==> src/rtl/bcd_to_serial_8_bit.sv <==
// bcd_to_serial_8_bit: 3-digit BCD word to binary, then shifted out serially MSB first
// Ports:
//   clk, rst_n (async, active-high reset)
//   start_i, dec_input_i : request and BCD value (hundreds[9:8], tens[7:4], units[3:0])
//   busy_o               : frame in progress
//   bit_valid_o, bin_output_o : serial payload bit and its qualifier
//   done_o, err_o        : one-cycle end-of-frame / rejected-request pulses
module bcd_to_serial_8_bit #(
    parameter int DATA_W = 8,
    parameter int BCD_W  = 10
) (
    input  logic             clk,
    input  logic             rst_n,
    input  logic             start_i,
    input  logic [BCD_W-1:0] dec_input_i,
    output logic             busy_o,
    output logic             bit_valid_o,
    output logic             bin_output_o,
    output logic             done_o,
    output logic             err_o
);
    localparam int W = 12 + DATA_W;
    typedef enum logic [1:0] {IDLE, CONVERT, SHIFT} state_t;
    state_t state, state_n;
    logic [3:0] cnt, cnt_n;
    logic [W-1:0] work, work_n, sh, step;
    logic [DATA_W-1:0] sreg, sreg_n;
    logic busy_n, valid_n, bout_n, done_n, err_n;
    logic [9:0] value;
    logic ok;
    function automatic logic [3:0] adj(input logic [3:0] d);
        return d >= 4'd8 ? d - 4'd3 : d;
    endfunction
    // reverse double-dabble: shift right, then pull every digit >=8 back by 3
    assign sh = work >> 1;
    assign step = {adj(sh[W-1:W-4]), adj(sh[W-5:W-8]), adj(sh[W-9:W-12]), sh[DATA_W-1:0]};
    assign value = 10'(dec_input_i[9:8]) * 10'd100 + 10'(dec_input_i[7:4]) * 10'd10 + 10'(dec_input_i[3:0]);
    assign ok = dec_input_i[9:8] <= 2'd2 && dec_input_i[7:4] <= 4'd9 && dec_input_i[3:0] <= 4'd9 && value <= 10'd255;
    always_comb begin
        state_n = state;
        cnt_n = cnt;
        work_n = work;
        sreg_n = sreg;
        busy_n = busy_o;
        valid_n = 1'b0;
        bout_n = 1'b0;
        done_n = 1'b0;
        err_n = 1'b0;
        case (state)
            IDLE: begin
                busy_n = 1'b0;
                cnt_n = '0;
                if (start_i && ok) begin
                    work_n = {2'b00, dec_input_i, {DATA_W{1'b0}}};
                    state_n = CONVERT;
                    busy_n = 1'b1;
                end
                err_n = start_i && !ok;
            end
            CONVERT: begin
                work_n = step;
                cnt_n = cnt + 4'd1;
                // last conversion step feeds the first payload bit directly
                if (cnt == 4'(DATA_W - 1)) begin
                    sreg_n = step[DATA_W-1:0] << 1;
                    bout_n = step[DATA_W-1];
                    valid_n = 1'b1;
                    cnt_n = 4'd1;
                    state_n = SHIFT;
                end
            end
            SHIFT: begin
                if (cnt == 4'(DATA_W)) begin
                    state_n = IDLE;
                    busy_n = 1'b0;
                    done_n = 1'b1;
                    cnt_n = '0;
                end else begin
                    valid_n = 1'b1;
                    bout_n = sreg[DATA_W-1];
                    sreg_n = sreg << 1;
                    cnt_n = cnt + 4'd1;
                end
            end
            default: state_n = IDLE;
        endcase
    end
    always_ff @(posedge clk or posedge rst_n) begin
        if (rst_n) begin
            state <= IDLE;
            cnt <= '0;
            work <= '0;
            sreg <= '0;
            busy_o <= 1'b0;
            bit_valid_o <= 1'b0;
            bin_output_o <= 1'b0;
            done_o <= 1'b0;
            err_o <= 1'b0;
        end else begin
            state <= state_n;
            cnt <= cnt_n;
            work <= work_n;
            sreg <= sreg_n;
            busy_o <= busy_n;
            bit_valid_o <= valid_n;
            bin_output_o <= bout_n;
            done_o <= done_n;
            err_o <= err_n;
        end
    end
endmodule

==> config.mk <==
export PLATFORM = sky130hd
export DESIGN_NAME = bcd_to_serial_8_bit
export DESIGN_NICKNAME = d
export VERILOG_FILES = /design/src/rtl/bcd_to_serial_8_bit.sv
export SDC_FILE = /design/constraint.sdc
export NUM_CORES = 1
export LEC_CHECK = 0
export BUFFER_PORTS_ARGS = -buffer_cell sky130_fd_sc_hd__buf_2
export CORE_MARGIN = 1.5
export CORE_UTILIZATION = 30
export CTS_BUF_LIST = sky130_fd_sc_hd__clkbuf_16
export CTS_CLUSTER_DIAMETER = 80
export CTS_CLUSTER_SIZE = 40
export DETAILED_ROUTE_END_ITERATION = 10
export SLEW_MARGIN = 25
export SYNTH_ARGS = -nofsm -noshare
export SYNTH_HDL_FRONTEND = slang
export SYNTH_SLANG_ARGS = --single-unit
==> constraint.sdc <==
create_clock -name clk -period 2.4 [get_ports clk]
set_clock_uncertainty 0.1 [all_clocks]
set_input_delay 0.36 -clock clk [delete_from_list [all_inputs] [get_ports clk]]
set_output_delay 0.36 -clock clk [all_outputs]
set_load 0.005 [all_outputs]
======== Word-level counts from Yosys, hierarchy flattened ========
Cells that the tools add are included.
W data, S select, Z words.
operators by class
  add/sub/neg operators ................... 6
  multipliers ............................. 2
  magnitude comparators ................... 7
  eq/ne operators ......................... 8
  multiplexer cells ....................... 27
  reduce and logical (&&, ||, !) cells .... 15
operators by type and width
  cell                   number
  $pmux W20 S2           1
  $mux W20               1
  $mux W4                5
  $mux W8                2
  $pmux W8 S2            1
  $pmux W4 S3            1
  $add A10 B4 Y10        1
  $add A9 B8 Y10         1
  $le A10 B8 Y1 const B  1
  $mux W1                9
  $ge A4 B4 Y1 const B   2
  $le A4 B4 Y1 const B   2
  $ne A2 B2 Y1 const B   4
  $sub A4 B2 Y4 const B  2
  $mul A2 B5 Y7 const B  1
  $mul A4 B3 Y7 const B  1
  $mux W2                3
  $pmux W1 S2            3
  $pmux W2 S3            1
  $reduce_and A3 Y1      2
  $reduce_bool A2 Y1     3
  $logic_and A1 B1 Y1    5
  $add A4 B1 Y4 const B  1
  $eq A4 B3 Y1 const B   1
  other kinds (10)       11
storage, ports and cells
  register bits ........................... 39
  output and inout port bits .............. 5

======== Depth between registers and ports, before layout ========
  depth in word-level cells ............... 8
  depth in mapped cells ................... 13
  depth with buffers taken out ............ 11

======== Least setup slack after synthesis ========
Ideal clock, no wire load.
  path kind ............................... input port to flip-flop
  start ................................... input dec_input_i[5]
  end ..................................... register work[11]
  library setup time ...................... 0.125 ns
  arrival time ............................ 3.458 ns
  setup slack ............................. -1.283 ns
  cell stages on the path ................. 13
  cell sequence ........................... ha_1 ha_1 fa_1 xor2_1 ha_1 ha_1 a2111oi_2 nand3_1 o41a_1 buf_6 o21bai_1 buf_6 mux2_4
between the ends
  word-level cells in the longest chain between the ends .. 8
RTL lines
  element                               line  source
  start, declared                       15    input logic [BCD_W-1:0] dec_input_i,
  $mul A4 B3 Y7                         37    assign value = 10'(dec_input_i[9:8]) * 10'd100 + 10'(dec_input_i[7:4]) * 10'd10 + 10'(dec_input_i[3:0]);
  $add A9 B8 Y10                        37
  $add A10 B4 Y10                       37
  $le A10 B8 Y1                         38    assign ok = dec_input_i[9:8] <= 2'd2 && dec_input_i[7:4] <= 4'd9 && dec_input_i[3:0] <= 4'd9 && value <= 10'd2 ...
  $logic_and A1 B1 Y1 *                 38
  $logic_and A1 B1 Y1 *                 53    if (start_i && ok) begin
  $ne A2 B2 Y1 (no source line) *       --
  $reduce_and A2 Y1 (no source line) *  --
  end signal, assigned                  102   work <= work_n;
  end, declared                         26    logic [W-1:0] work, work_n, sh, step;
Every way passes the cells marked *; elsewhere a longest branch is shown, timed or not.
A chain may end at the register's enable or synchronous reset.

======== Worst setup path after layout ========
  start ................................... input dec_input_i[5]
  end ..................................... register work[16]
The elaborated chain is that of the path after synthesis.

==> summary.md <==
| Metric | Value |
|---|---|
| Outcome | complete, but fails checks |
| Failing checks | setup timing |
| Later-pin clock latency in the skew report | approximately 280 ps |
| Die Wd | between 90 and 100 um |
| Initial Util | 0.315 |
| Peak fanout along the critical path | 7 |
| Final setup viols | 21 |
| Gate Count Post-Synth | between 200 and 250 |
| Synthesized area per cell | 10.1 sq um |
| DR iter-0 viols | 46 |
| Remaining antenna violation count | 0 |
| Power share of the sequential group | 0.305 |
| Worst-Margin Slew | 458 ps |
| Startpoint Class | primary input |
| Reg2Reg Launch Point | state[1] |
| Adder-cell share of the synthesized area | 0.175 |
| Ports | 18 |
| Pint | just under 2 mW |
| Final Slew Violations | 0 |
| Core area | 7370 sq um |
| Xor-xnor portion of the synthesized cell area | 0.0189 |
| Routed WL | about 4.9 mm |
| Worst path cell trace | buf_8 -> ha_4 -> ha_4 -> fa_2 -> xor2_1 -> ha_2 -> ha_4 -> nand3_2 -> o31a_1 -> o41a_1 -> o21bai_4 -> buf_6 -> mux2_4 |
| Setup TNS | -16570 ps |
| Slowest library cell on the worst path | o41a_1 |
| Final worst path period share | 1.36 |
| Clk slew on worst S/H paths | approximately 50 ps |
| Final non-filler cell total | about 380 |
| Max IR drop VDD | between 0.0003 and 0.0004 V |
| Vias per inst | between 4 and 5 |
| Cell variety after synth | 40 |
| Clock Sinks | 35 |
| Die footprint | about 8300 sq um |
| Final Util | 0.415 |
| Ratio of cells with drive above 1 in the final layout | 0.294 |
| CTS max path bufs | 2 |
| Max H-tree Level | 2 |
| Synth area leader | dfrtp_1 |
| Compound-gate portion of the synthesized area | 0.156 |
| Dpl ws | -1310 ps |
| Headroom to the max-slew limit | 0.695 |
| Logic pwr share | 0.499 |
| Worst hold-check path type | in -> async |
| Vias in the first global route | approximately 1900 |
| Power density cells | ~1000 nW/um^2 |
| WP data arrival | between 3000 and 4000 ps |
| Leakage | 1.41 nW |
| Syn_nets | 272 |
| # DRC | 0 |
| CP required | roughly 2500 ps |
| Clock Tree Root | clkbuf_16 |
| Crit-path max cell delay | 440 ps |
| Post-Synth Simple-Gate Area | 0.116 |
| Post-synth EDFFs | 0 |
| Maxcap violations | 0 |
| Reg2reg path depth | 8 |
| Area growth, synth to finish | 31.8% |
| Post-synthesis mux area share | 0.106 |
| Largest family of logic cells by synthesized area | adder cells |
| DP HPWL | approximately 3.5 mm |
| CTS buffer count | 5 |
| Routability cong. | ~0.75 |
| GRT Total Usage | 0.136 |
| IO Port Bufs | 17 |
| Synth async-reset ratio | 1.00 |
| Register area share after synthesis | 0.377 |
| Maximum clock rate | slightly above 0.3 GHz |
| Largest cells by area after synthesis | dfrtp_1 38%, ha_1 14%, mux2i_1 7.3% |
| Largest net degree at the start of global routing | 36 |
| Drt first pass iters | 4 |
| Ys flop type | dfrtp_1 |
| Total vias in the final route | about 1800 |
| Rows | 31 |
| Final nets | ~320 |
| Sw Pwr | ~1.2 mW |
| Top-area cell type share of the netlist area | 0.377 |
| Initial antenna violation count | 0 |
| Drt wl/cell | between 10 and 15 um |
| Final Critical Period | 3270 ps |
| Synth warn | 0 |
| Setup WS post-layout | -868 ps |
| R2R Setup Slk | 460 ps |
| Most frequent CP cell | ha_4 |
| FF-to-FF End | sreg[1] |
| Crit path max-delay family | adder cells |
| Die height | 91.0 um |
| Crit Path Class | in -> reg |
| Synthesis-stage register bit count | 35 |
| First-pass GRT wire length | 8.98 mm |
| Critical Path End Type | register |
| DP Cell Count | around 360 |
| Cts hold-fix bufs | 0 |
| Buf/Inv on CP | 2 |
| Antenna cells | 0 |
| RSZ-0062 raised after global routing | yes |
| Net Sw Frac | 0.373 |
| Clock Power Share | 0.196 |
| CTS tree | yes |
| Grt total ovfl | 0 |
| Hold slack | 74.1 ps |
| Fin. Hold Viols | 0 |
| Cell area after synthesis | 2320 sq um |
==> repair_timing <==
item,in CTS,in global routing
setup endpoints to repair,21,21
cloned,1,0
buffers inserted,6,1
pin swaps,9,2
gates resized for setup,24,10
==> cells in the mapped netlist (2+ instances only) <==
master	n
dfrtp_1	35
nor2b_1	4
o21a_1	2
clkbuf_1	5
ha_1	26
nand3_1	6
nand3b_1	2
nor2_1	15
and2_1	2
o31a_1	2
a21oi_1	7
nor3_1	2
o2bb2ai_1	2
o211ai_1	2
mux2_4	5
o21ai_0	21
a221o_1	7
xnor2_1	4
buf_6	2
o21bai_1	2
fa_1	4
nand2b_1	2
inv_1	20
mux2i_1	17
nand2_1	18
==> worst min-delay path, stage by stage <==
cell and delay [ps]:
buf_2 90, inv_1 40, buf_4 390
==> cells by family (layout without fill, tap and decap cells) <==
group	count (synthesis)	in the layout
flip-flops	35	35
XOR/XNOR	5	5
AO/OA/AOI/OAI	53	53
buffers and inverters	28	78
adder cells (fa/ha/maj)	30	30
AND/OR/NAND/NOR	56	56
multiplexers	22	22
==> metrics by stage <==
step	power, mW	cell area [sq um]
6_report	3.12	3060
4_1_cts	3.13	3020
3_5_place_dp	2.34	2730
2_1_floorplan	1.95	2360
3_3_place_gp	2.31	2730
5_1_grt	3.37	3060
==> power groups by stage <==
stage               sequential [mW]  combinational (mW)  clock (mW)
global route                  0.980                1.74       0.653
global placement              0.954                1.36           0
floorplan                     0.909                1.04           0
finish                        0.953                1.56       0.612
detailed placement            0.959                1.38           0
CTS                           0.953                1.55       0.630
==> metal layers <==
| layer | global-route usage | routed length [um] | vias up |
|---|---|---|---|
| met5 | 0 | 0 | - |
| met4 | 0.0560 | 89 | 0 |
| met3 | 0.0235 | 97 | 8 |
| met2 | 0.234 | 2380 | 16 |
| met1 | 0.168 | 2380 | 837 |
| li1 | - | - | 899 |
==> worst max-delay path by stage <==
stage / start / endpoint / slack (ps) / cells past startpoint
global route: dec_input_i[5] / work[6] / -970 / 13
finish: dec_input_i[5] / work[16] / -870 / 13
global placement: dec_input_i[5] / work[11] / -1270 / 13
detailed placement: dec_input_i[5] / work[16] / -1310 / 13
floorplan: dec_input_i[4] / work[11] / -1080 / 11
CTS: dec_input_i[5] / work[16] / -850 / 13
==> layout make-up <==
cell class                 count  area (sq um)
sequential                    35           876
clock inverter                 3          15.0
multi-input combinational    166          1460
tap                           99           124
timing repair buffer          50           385
clock buffer                   5           125
inverter                      20          75.1
fill                         748          4310
==> state kept, by name, indices dropped and copies added (netlist names) <==
name and flops:
busy_o 1, bit_valid_o 1, cnt 4, sreg 7
state 2, work 17, done_o 1, err_o 1
bin_output_o 1
==> placed cells by master, fill, tap and decap left out, drive strengths merged, types with 5 or more instances in the layout <==
cell    synthesis  routed
a21oi           7       7
a221o           7       7
buf             3      50
clkbuf          5       5
dfrtp          35      35
ha             26      26
inv            20      20
mux2            5       5
mux2i          17      17
nand2          18      18
nand3           6       6
nor2           16      16
o21ai          21      21
No activity file was read; power rests on OpenSTA's default activity.
